File: src/rtl/cpmg_pkg.sv
// Shared types and reset-time parameter defaults for the CPMG pulse sequencer.
package cpmg_pkg;

    typedef enum logic [2:0] {
        StIdle,
        StP1,
        StTau,
        StPi,
        StEcho,
        StTail,
        StCw
    } cpmg_state_e;

    localparam int unsigned DefPer    = 15;
    localparam int unsigned DefP1wid  = 30;
    localparam int unsigned DefDel    = 200;
    localparam int unsigned DefP2wid  = 30;
    localparam int unsigned DefPbl    = 50;
    localparam int unsigned DefNpi    = 1;
    localparam logic        DefPu     = 1'b1;
    localparam logic        DefBl     = 1'b1;
    localparam int unsigned PerShift  = 16;

    // Zero-length segments would stall the event chain, so widths never go below one cycle.
    function automatic logic [31:0] clamp_min1(logic [31:0] v);
        return (v == 32'd0) ? 32'd1 : v;
    endfunction

endpackage

File: src/rtl/cpmg_sequencer_if.sv
// Host parameter bus plus sequencer outputs for the CPMG pulse sequencer.
interface cpmg_sequencer_if #(
    parameter int unsigned WID_W = 16,
    parameter int unsigned PER_W = 8,
    parameter int unsigned NPI_W = 8,
    parameter int unsigned BL_W  = 8
);
    logic             rxd;
    logic             pu;
    logic [PER_W-1:0] per;
    logic [WID_W-1:0] p1wid;
    logic [WID_W-1:0] del;
    logic [WID_W-1:0] p2wid;
    logic [BL_W-1:0]  p_bl;
    logic [NPI_W-1:0] npi;
    logic             bl;
    logic             sync_on;
    logic             pulse_on;
    logic             inhib;
    logic             overrun;

    modport master (
        output rxd, pu, per, p1wid, del, p2wid, p_bl, npi, bl,
        input  sync_on, pulse_on, inhib, overrun
    );

    modport slave (
        input  rxd, pu, per, p1wid, del, p2wid, p_bl, npi, bl,
        output sync_on, pulse_on, inhib, overrun
    );
endinterface

File: src/rtl/load_sync.sv
// Brings the asynchronous rxd level into clk_pll and flags its rising edge for one cycle.
module load_sync (
    input  logic clk_pll,
    input  logic reset,
    input  logic rxd,
    output logic load
);
    logic [1:0] sync_q;
    logic       prev_q;

    always_ff @(posedge clk_pll) begin
        if (!reset) begin
            sync_q <= 2'b00;
            prev_q <= 1'b0;
        end else begin
            sync_q <= {sync_q[0], rxd};
            prev_q <= sync_q[1];
        end
    end

    assign load = sync_q[1] & ~prev_q;
endmodule

File: src/rtl/cpmg_sequencer.sv
// CW / Hahn / CPMG pulse sequencer: period counter, segment FSM and registered switch outputs.
module cpmg_sequencer
    import cpmg_pkg::*;
#(
    parameter int unsigned CNT_W     = 32,
    parameter int unsigned WID_W     = 16,
    parameter int unsigned PER_W     = 8,
    parameter int unsigned NPI_W     = 8,
    parameter int unsigned BL_W      = 8,
    parameter int unsigned PER_SHIFT = PerShift
) (
    input logic             clk_pll,
    input logic             reset,
    cpmg_sequencer_if.slave bus
);
    logic             load, wrap;
    logic             sh_pu_q, ac_pu_q, sh_bl_q, ac_bl_q;
    logic [PER_W-1:0] sh_per_q, ac_per_q;
    logic [WID_W-1:0] sh_p1_q, ac_p1_q, sh_del_q, ac_del_q, sh_p2_q, ac_p2_q;
    logic [BL_W-1:0]  sh_pbl_q, ac_pbl_q;
    logic [NPI_W-1:0] sh_npi_q, ac_npi_q, k_q, k_d;

    cpmg_state_e      state_q, state_d, st;
    logic [CNT_W-1:0] cnt_q, cnt_nx, per_last, evt_q, evt_d, evt, pi_end_q, pi_end_d;
    logic [CNT_W-1:0] del_c, p2_c, pbl_c, win_mid, win_lo, win_hi;
    logic             in_win;
    logic             sync_q, sync_d, pulse_q, pulse_d, inhib_q, inhib_d, ovr_q, ovr_d;

    load_sync u_load_sync (
        .clk_pll (clk_pll),
        .reset   (reset),
        .rxd     (bus.rxd),
        .load    (load)
    );

    // Shadow follows the host on each rxd edge; active copies shadow only at the period wrap.
    always_ff @(posedge clk_pll) begin
        if (!reset) begin
            sh_pu_q  <= DefPu;             ac_pu_q  <= DefPu;
            sh_bl_q  <= DefBl;             ac_bl_q  <= DefBl;
            sh_per_q <= PER_W'(DefPer);    ac_per_q <= PER_W'(DefPer);
            sh_p1_q  <= WID_W'(DefP1wid);  ac_p1_q  <= WID_W'(DefP1wid);
            sh_del_q <= WID_W'(DefDel);    ac_del_q <= WID_W'(DefDel);
            sh_p2_q  <= WID_W'(DefP2wid);  ac_p2_q  <= WID_W'(DefP2wid);
            sh_pbl_q <= BL_W'(DefPbl);     ac_pbl_q <= BL_W'(DefPbl);
            sh_npi_q <= NPI_W'(DefNpi);    ac_npi_q <= NPI_W'(DefNpi);
        end else begin
            if (load) begin
                sh_pu_q  <= bus.pu;
                sh_bl_q  <= bus.bl;
                sh_per_q <= bus.per;
                sh_p1_q  <= WID_W'(clamp_min1(32'(bus.p1wid)));
                sh_del_q <= WID_W'(clamp_min1(32'(bus.del)));
                sh_p2_q  <= WID_W'(clamp_min1(32'(bus.p2wid)));
                sh_pbl_q <= bus.p_bl;
                sh_npi_q <= bus.npi;
            end
            if (wrap) begin
                ac_pu_q  <= sh_pu_q;
                ac_bl_q  <= sh_bl_q;
                ac_per_q <= sh_per_q;
                ac_p1_q  <= sh_p1_q;
                ac_del_q <= sh_del_q;
                ac_p2_q  <= sh_p2_q;
                ac_pbl_q <= sh_pbl_q;
                ac_npi_q <= sh_npi_q;
            end
        end
    end

    assign per_last = ((CNT_W'(ac_per_q) + CNT_W'(1)) << PER_SHIFT) - CNT_W'(1);
    assign wrap     = (cnt_q == per_last);
    assign cnt_nx   = cnt_q + CNT_W'(1);

    assign del_c   = CNT_W'(ac_del_q);
    assign p2_c    = CNT_W'(ac_p2_q);
    assign pbl_c   = CNT_W'(ac_pbl_q);
    assign win_mid = pi_end_q + del_c;
    assign win_lo  = (pbl_c > del_c) ? pi_end_q : win_mid - pbl_c;
    assign win_hi  = win_mid + pbl_c;
    assign in_win  = (cnt_q >= win_lo) && (cnt_q < win_hi);

    always_comb begin
        // IDLE only ever holds counter 0, where the sequence is launched.
        st  = state_q;
        evt = evt_q;
        if (state_q == StIdle) begin
            st  = (ac_npi_q == '0) ? StCw : StP1;
            evt = CNT_W'(ac_p1_q);
        end
        state_d  = st;
        evt_d    = evt;
        k_d      = k_q;
        pi_end_d = pi_end_q;
        ovr_d    = ovr_q;
        sync_d   = 1'b0;
        pulse_d  = 1'b0;
        inhib_d  = ac_bl_q;
        unique case (st)
            StP1: begin
                sync_d  = 1'b1;
                pulse_d = ac_pu_q;
                if (cnt_nx == evt) begin
                    state_d = StTau;
                    evt_d   = evt + del_c;
                end
            end
            StTau: begin
                sync_d = 1'b1;
                if (cnt_nx == evt) begin
                    state_d = StPi;
                    evt_d   = evt + p2_c;
                end
            end
            StPi: begin
                sync_d  = 1'b1;
                pulse_d = 1'b1;
                if (cnt_nx == evt) begin
                    k_d      = k_q + NPI_W'(1);
                    pi_end_d = evt;
                    if (k_d == ac_npi_q) begin
                        state_d = StTail;
                    end else begin
                        state_d = StEcho;
                        evt_d   = evt + (del_c << 1);
                    end
                end
            end
            StEcho: begin
                sync_d = 1'b1;
                if (in_win) inhib_d = 1'b0;
                if (cnt_nx == evt) begin
                    state_d = StPi;
                    evt_d   = evt + p2_c;
                end
            end
            StTail: begin
                if (in_win) inhib_d = 1'b0;
            end
            StCw: begin
                pulse_d = 1'b1;
                inhib_d = 1'b0;
                sync_d  = (cnt_q < CNT_W'(ac_p1_q));
            end
            default: ;
        endcase
        if (wrap) begin
            state_d = StIdle;
            k_d     = '0;
            if (st inside {StP1, StTau, StPi, StEcho}) ovr_d = 1'b1;
        end
    end

    always_ff @(posedge clk_pll) begin
        if (!reset) begin
            state_q  <= StIdle;
            cnt_q    <= '0;
            evt_q    <= '0;
            k_q      <= '0;
            pi_end_q <= '0;
            sync_q   <= 1'b0;
            pulse_q  <= 1'b0;
            inhib_q  <= 1'b1;
            ovr_q    <= 1'b0;
        end else begin
            state_q  <= state_d;
            cnt_q    <= wrap ? '0 : cnt_nx;
            evt_q    <= evt_d;
            k_q      <= k_d;
            pi_end_q <= pi_end_d;
            sync_q   <= sync_d;
            pulse_q  <= pulse_d;
            inhib_q  <= inhib_d;
            ovr_q    <= ovr_d;
        end
    end

    assign bus.sync_on  = sync_q;
    assign bus.pulse_on = pulse_q;
    assign bus.inhib    = inhib_q;
    assign bus.overrun  = ovr_q;
endmodule

File: src/flat_wrapper.sv
// flat-port wrapper written by rule: the top's interface ports become plain ports
module cpmg_sequencer_flat import cpmg_pkg::*;
#(
    parameter int unsigned CNT_W     = 32,
    parameter int unsigned WID_W     = 16,
    parameter int unsigned PER_W     = 8,
    parameter int unsigned NPI_W     = 8,
    parameter int unsigned BL_W      = 8,
    parameter int unsigned PER_SHIFT = PerShift
)
  (clk_pll, reset, bus_rxd, bus_pu, bus_per, bus_p1wid, bus_del, bus_p2wid, bus_p_bl, bus_npi, bus_bl, bus_sync_on, bus_pulse_on, bus_inhib, bus_overrun);
  cpmg_sequencer_if #(.WID_W(WID_W), .PER_W(PER_W), .NPI_W(NPI_W), .BL_W(BL_W)) bus_i ();
  input logic clk_pll;
  input logic reset;
  input wire logic [$bits(bus_i.rxd)-1:0] bus_rxd;
  input wire logic [$bits(bus_i.pu)-1:0] bus_pu;
  input wire logic [$bits(bus_i.per)-1:0] bus_per;
  input wire logic [$bits(bus_i.p1wid)-1:0] bus_p1wid;
  input wire logic [$bits(bus_i.del)-1:0] bus_del;
  input wire logic [$bits(bus_i.p2wid)-1:0] bus_p2wid;
  input wire logic [$bits(bus_i.p_bl)-1:0] bus_p_bl;
  input wire logic [$bits(bus_i.npi)-1:0] bus_npi;
  input wire logic [$bits(bus_i.bl)-1:0] bus_bl;
  output wire logic [$bits(bus_i.sync_on)-1:0] bus_sync_on;
  output wire logic [$bits(bus_i.pulse_on)-1:0] bus_pulse_on;
  output wire logic [$bits(bus_i.inhib)-1:0] bus_inhib;
  output wire logic [$bits(bus_i.overrun)-1:0] bus_overrun;
  assign bus_i.rxd = bus_rxd;
  assign bus_i.pu = bus_pu;
  assign bus_i.per = bus_per;
  assign bus_i.p1wid = bus_p1wid;
  assign bus_i.del = bus_del;
  assign bus_i.p2wid = bus_p2wid;
  assign bus_i.p_bl = bus_p_bl;
  assign bus_i.npi = bus_npi;
  assign bus_i.bl = bus_bl;
  assign bus_sync_on = bus_i.sync_on;
  assign bus_pulse_on = bus_i.pulse_on;
  assign bus_inhib = bus_i.inhib;
  assign bus_overrun = bus_i.overrun;
  cpmg_sequencer #(.CNT_W(CNT_W), .WID_W(WID_W), .PER_W(PER_W), .NPI_W(NPI_W), .BL_W(BL_W), .PER_SHIFT(PER_SHIFT)) u_core (.clk_pll(clk_pll), .reset(reset), .bus(bus_i));
endmodule
File: config.mk
export PLATFORM = sky130hd
export DESIGN_NAME = cpmg_sequencer_flat
export DESIGN_NICKNAME = d
export VERILOG_FILES = /design/src/rtl/cpmg_pkg.sv /design/src/rtl/cpmg_sequencer_if.sv /design/src/rtl/load_sync.sv /design/src/rtl/cpmg_sequencer.sv /design/src/flat_wrapper.sv
export SDC_FILE = /design/constraint.sdc
export NUM_CORES = 1
export LEC_CHECK = 0
export CORE_MARGIN = 5
export CORE_UTILIZATION = 55
export DETAILED_ROUTE_END_ITERATION = 8
export PLACE_DENSITY = 0.71
export SLEW_MARGIN = 0
export SYNTH_ARGS = -nofsm -noshare
export SYNTH_HDL_FRONTEND = slang
export SYNTH_SLANG_ARGS = --single-unit
export TNS_END_PERCENT = 50
File: constraint.sdc
create_clock -name clk_pll -period 9.4 [get_ports clk_pll]
set_input_delay 1.88 -clock clk_pll [delete_from_list [all_inputs] [get_ports clk_pll]]
set_output_delay 1.88 -clock clk_pll [all_outputs]
set_load 0.02 [all_outputs]
==> summary.md <==
| Metric | Value |
|---|---|
| Status | `finished, final reports clean` |
| Port bufs | `80` |
| CTS tree | `done` |
| Die Width | `just over 200 um` |
| Setup crit end kind | `flip-flop` |
| Cells on Worst Hold Path | `1` |
| Root Driver | `clkbuf_16` |
| DR iter-0 viols | `roughly 1,800` |
| Clk_skew | `roughly 0.045 ns` |
| Setup slack, reg-to-reg | `just over 3 ns` |
| Post-DP HPWL | `approximately 52,000 um` |
| Drt wl/cell | `between 20 and 25 um` |
| DRC | `0` |
| Slew HR | `between 10% and 20%` |
| Post-route insts no fill | `3,066` |
| Vias after detailed routing | `approximately 20,000` |
| Reg-to-reg endpoint | `u_core.bus.inhib$_SDFF_PN1_` |
| Worst Setup SP | `u_core.ac_del_q[0]$_SDFFE_PN0P_` |
| RSZ-0062 raised after global routing | `no` |
| PwrDens | `approximately 110 nW/um^2` |
| CTS sink count | `around 260` |
| Antenna violations before repair | `3` |
| Crit path DAT | `about 6.8 ns` |
| Fill cells | `~3,400` |
| Total Die Area | `40,800 um^2` |
| Post-Synth Adder-Cell Area | `11.1%` |
| Total track usage | `roughly a third` |
| Mux contribution to synthesized area | `around 5.6%` |
| Final WL | `~68,000 um` |
| CP dominant cell by count | `a21oi_1` |
| GPL Wtd Cong | `1.01` |
| Yosys warns | `0` |
| WP depth | `26` |
| Cells after DPL | `3,011` |
| Seq/Total Area, Yosys | `25.9%` |
| Asr flop ratio synth | `0%` |
| Setup TNS | `0 ns` |
| Cell Area, Synth | `between 20,000 and 25,000 um^2` |
| First-pass GRT wire length | `105,000 um` |
| Post-synthesis compound-gate area fraction | `a little under a fifth` |
| Rows | `70` |
| Final worst-path cycle share | `67.3%` |
| Num CTS Buffers | `30` |
| Vias in the first global route | `18,800` |
| Nets@finish | `2,828` |
| Maximum vdd drop | `approximately 160 uV` |
| Total grt overflow | `0` |
| Total Power | `2.56 mW` |
| #FFs+latches synth | `262` |
| Worst reg2reg path startpoint | `u_core.ac_del_q[0]$_SDFFE_PN0P_` |
| Core area | `36,500 um^2` |
| Worst-Margin Slew | `about 1.3 ns` |
| Post-synth EDFFs | `0` |
| Post-CTS Setup Bufs | `0` |
| Hold Buf Count CTS | `0` |
| Finished Core Util | `61.1%` |
| Synth unique cells | `a little over 90` |
| Clk_lat worst skew | `about 0.60 ns` |
| Top-area cell type share of the netlist area | `between 20% and 30%` |
| Largest stage delay, worst path | `roughly 0.63 ns` |
| Fmax | `158 MHz` |
| Initial Utilization | `55.5%` |
| Tightest Hold Check Type | `flip-flop to flip-flop` |
| Top delay family on crit path | `simple AND/OR/NAND/NOR gates` |
| Worst r2r path cells | `26` |
| Leakage | `9.64 nW` |
| Proportion of layout cells with a drive suffix above 1 | `4.77%` |
| # setup viols final | `0` |
| H-tree level count | `1` |
| Via/cell ratio | `~6.4` |
| Worst Setup Start Kind | `flip-flop` |
| CP Max Fanout | `7` |
| Clock slew at reported path FFs | `around 0.060 ns` |
| # IOs | `81` |
| CP endpoint | `u_core.bus.inhib$_SDFF_PN1_` |
| Max cap viols | `0` |
| DR pass1 iterations | `6` |
| Cells resized by post-CTS repair | `0` |
| Simple-Gate Fraction of Synth Area | `between 20% and 30%` |
| Synth Area in XOR/XNOR | `9.36%` |
| Longest Clk Path Bufs | `3` |
| Synth top area cells | `dfxtp_1 26%, ha_1 10%, xnor2_1 6.0%` |
| Synth area leader | `dfxtp_1` |
| Diodes inserted | `0` |
| Syn Area/Cell | `7.84 um^2` |
| Min cycle time layout | `6.33 ns` |
| Die Y-Extent | `about 200 um` |
| Synth Net Count | `around 2,800` |
| Critical path's slowest cell | `nor4_1` |
| Pins over their slew limit | `0` |
| Mapped Cells | `roughly 2,600` |
| CP bufs+invs | `1` |
| Largest net degree at the start of global routing | `78` |
| Critical path class | `flip-flop to flip-flop` |
| Area grow syn2layout | `10.1%` |
| Main combinational cell family by area after synthesis | `simple AND/OR/NAND/NOR gates` |
| Synth Flop Type | `dfxtp_1` |
| Required time of the critical path | `just under 10 ns` |
| Final hold violations | `0` |
| Antenna Nets Post-Route | `0` |
-- synth_stat cells (all sizes together), types with 7 or more instances --
cell type and number:
nand2 322, nor4b 9, xor2 61, o2111ai 7, a22oi 7, mux2i 103, nand2b 22, or3 25
nor4 41, o22ai 21, xnor2 140, and2 24, and4 18, clkbuf 106, ha 170, o211ai 11
a211oi 30, nor2b 26, inv 82, nand3 100, a21oi 193, or2 11, or4b 8, o31ai 17
or4 18, a21o 54, o21a 18, a41oi 11, a31oi 16, mux2 9, nor3 56, nand4 52
a221oi 7, o31a 8, o21ai 102, and3 24, o21bai 14, nor2 238, dfxtp 262, buf 33
-- area by class of cell --
type / count / area, um^2 / area share (%)
clock buffers: 40 / 868 / 3.89
clock inverters: 15 / 195 / 0.875
inverters: 82 / 310 / 1.39
multi-input cells: 2102 / 14200 / 63.6
flip-flops and latches: 262 / 5250 / 23.5
well taps: 468 / 586 / 2.62
repair buffers: 97 / 923 / 4.14
-- registers in the layout, summed over array words and instances, names as in the netlist, 2 cells and up --
register	flops
u_core.cnt_q	32
u_core.evt_q	32
u_core.pi_end_q	32
u_core.ac_del_q	16
u_core.ac_p1_q	16
u_core.ac_p2_q	16
u_core.sh_del_q	16
u_core.sh_p1_q	16
u_core.sh_p2_q	16
u_core.ac_npi_q	8
u_core.ac_pbl_q	8
u_core.ac_per_q	8
u_core.k_q	8
u_core.sh_npi_q	8
u_core.sh_pbl_q	8
u_core.sh_per_q	8
u_core.state_q	3
u_core.u_load_sync.sync_q	2
-- logic make-up (layout without fill, tap and decap cells) --
logic type,after synthesis,in the layout
compound gates,591,591
flops,262,262
xor+xnor,207,207
mux,112,112
simple gates,1016,1016
buf+inv,221,234
fa+ha+maj,176,176
-- worst reg2reg max path: stages, from the launching register on --
cell	delay (ns)
dfxtp_1	0.42
ha_1	0.24
inv_1	0.06
fa_1	0.40
nand2b_1	0.18
a21oi_1	0.31
nor2_1	0.11
xnor2_1	0.16
ha_1	0.22
or2_2	0.31
o31ai_1	0.41
nand3b_1	0.20
nor4_1	0.63
nand4_1	0.39
or4_1	0.49
a21oi_1	0.19
xnor2_1	0.16
ha_1	0.28
a21oi_1	0.15
nor2b_1	0.06
o21ai_0	0.14
nand2b_1	0.07
a21oi_1	0.14
nor2_1	0.06
a211oi_1	0.19
o21ai_0	0.12
a41oi_1	0.19
-- metrics by stage --
stage	setup WS, ns	hold WS (ns)	instance area (um^2)
finish	3.07	0.452	22300
global route	2.53	0.467	22300
detailed placement	3.13	0.429	21200
global placement	3.15	0.426	21200
CTS	3.09	0.453	22300
floorplan	3.80	0.412	20300
-- how the worst min path moves through the flow --
stage	from	to	slack, ns
2_1_floorplan	u_core.u_load_sync.sync_q[0]$_SDFF_PN0_	u_core.u_load_sync.sync_q[1]$_SDFF_PN0_	0.41
3_3_place_gp	u_core.u_load_sync.sync_q[0]$_SDFF_PN0_	u_core.u_load_sync.sync_q[1]$_SDFF_PN0_	0.43
3_5_place_dp	u_core.u_load_sync.sync_q[0]$_SDFF_PN0_	u_core.u_load_sync.sync_q[1]$_SDFF_PN0_	0.43
4_1_cts	u_core.u_load_sync.sync_q[0]$_SDFF_PN0_	u_core.u_load_sync.sync_q[1]$_SDFF_PN0_	0.45
5_1_grt	u_core.sh_p1_q[11]$_SDFFE_PN0P_	u_core.sh_p1_q[11]$_SDFFE_PN0P_	0.47
6_report	u_core.u_load_sync.sync_q[0]$_SDFF_PN0_	u_core.u_load_sync.sync_q[1]$_SDFF_PN0_	0.45
-- metal layers --
metal	vias up	global-route usage (%)	wire [um]
li1	9324	-	-
met1	9372	41.4	28100
met2	840	53.2	31100
met3	206	4.62	5010
met4	6	13.9	3500
met5	-	0	45
-- placed cells by master, fill, tap and decap left out, types with 55 or more instances in the layout --
| cell type | instances |
|---|---|
| nand2_1 | 321 |
| dfxtp_1 | 262 |
| nor2_1 | 238 |
| a21oi_1 | 193 |
| ha_1 | 170 |
| xnor2_1 | 140 |
| mux2i_1 | 102 |
| nand3_1 | 99 |
| o21ai_0 | 97 |
| inv_1 | 81 |
| clkdlybuf4s50_1 | 79 |
| xor2_1 | 61 |
| nor3_1 | 55 |
-- report_power, final --
group | switching [mW] | total [mW] | internal (mW)
registers | 0.0153 | 1.14 | 1.13
clock network | 0.504 | 1.24 | 0.734
logic | 0.105 | 0.177 | 0.0719
total | 0.625 | 2.56 | 1.93
Power figures use the tool's default switching activity.
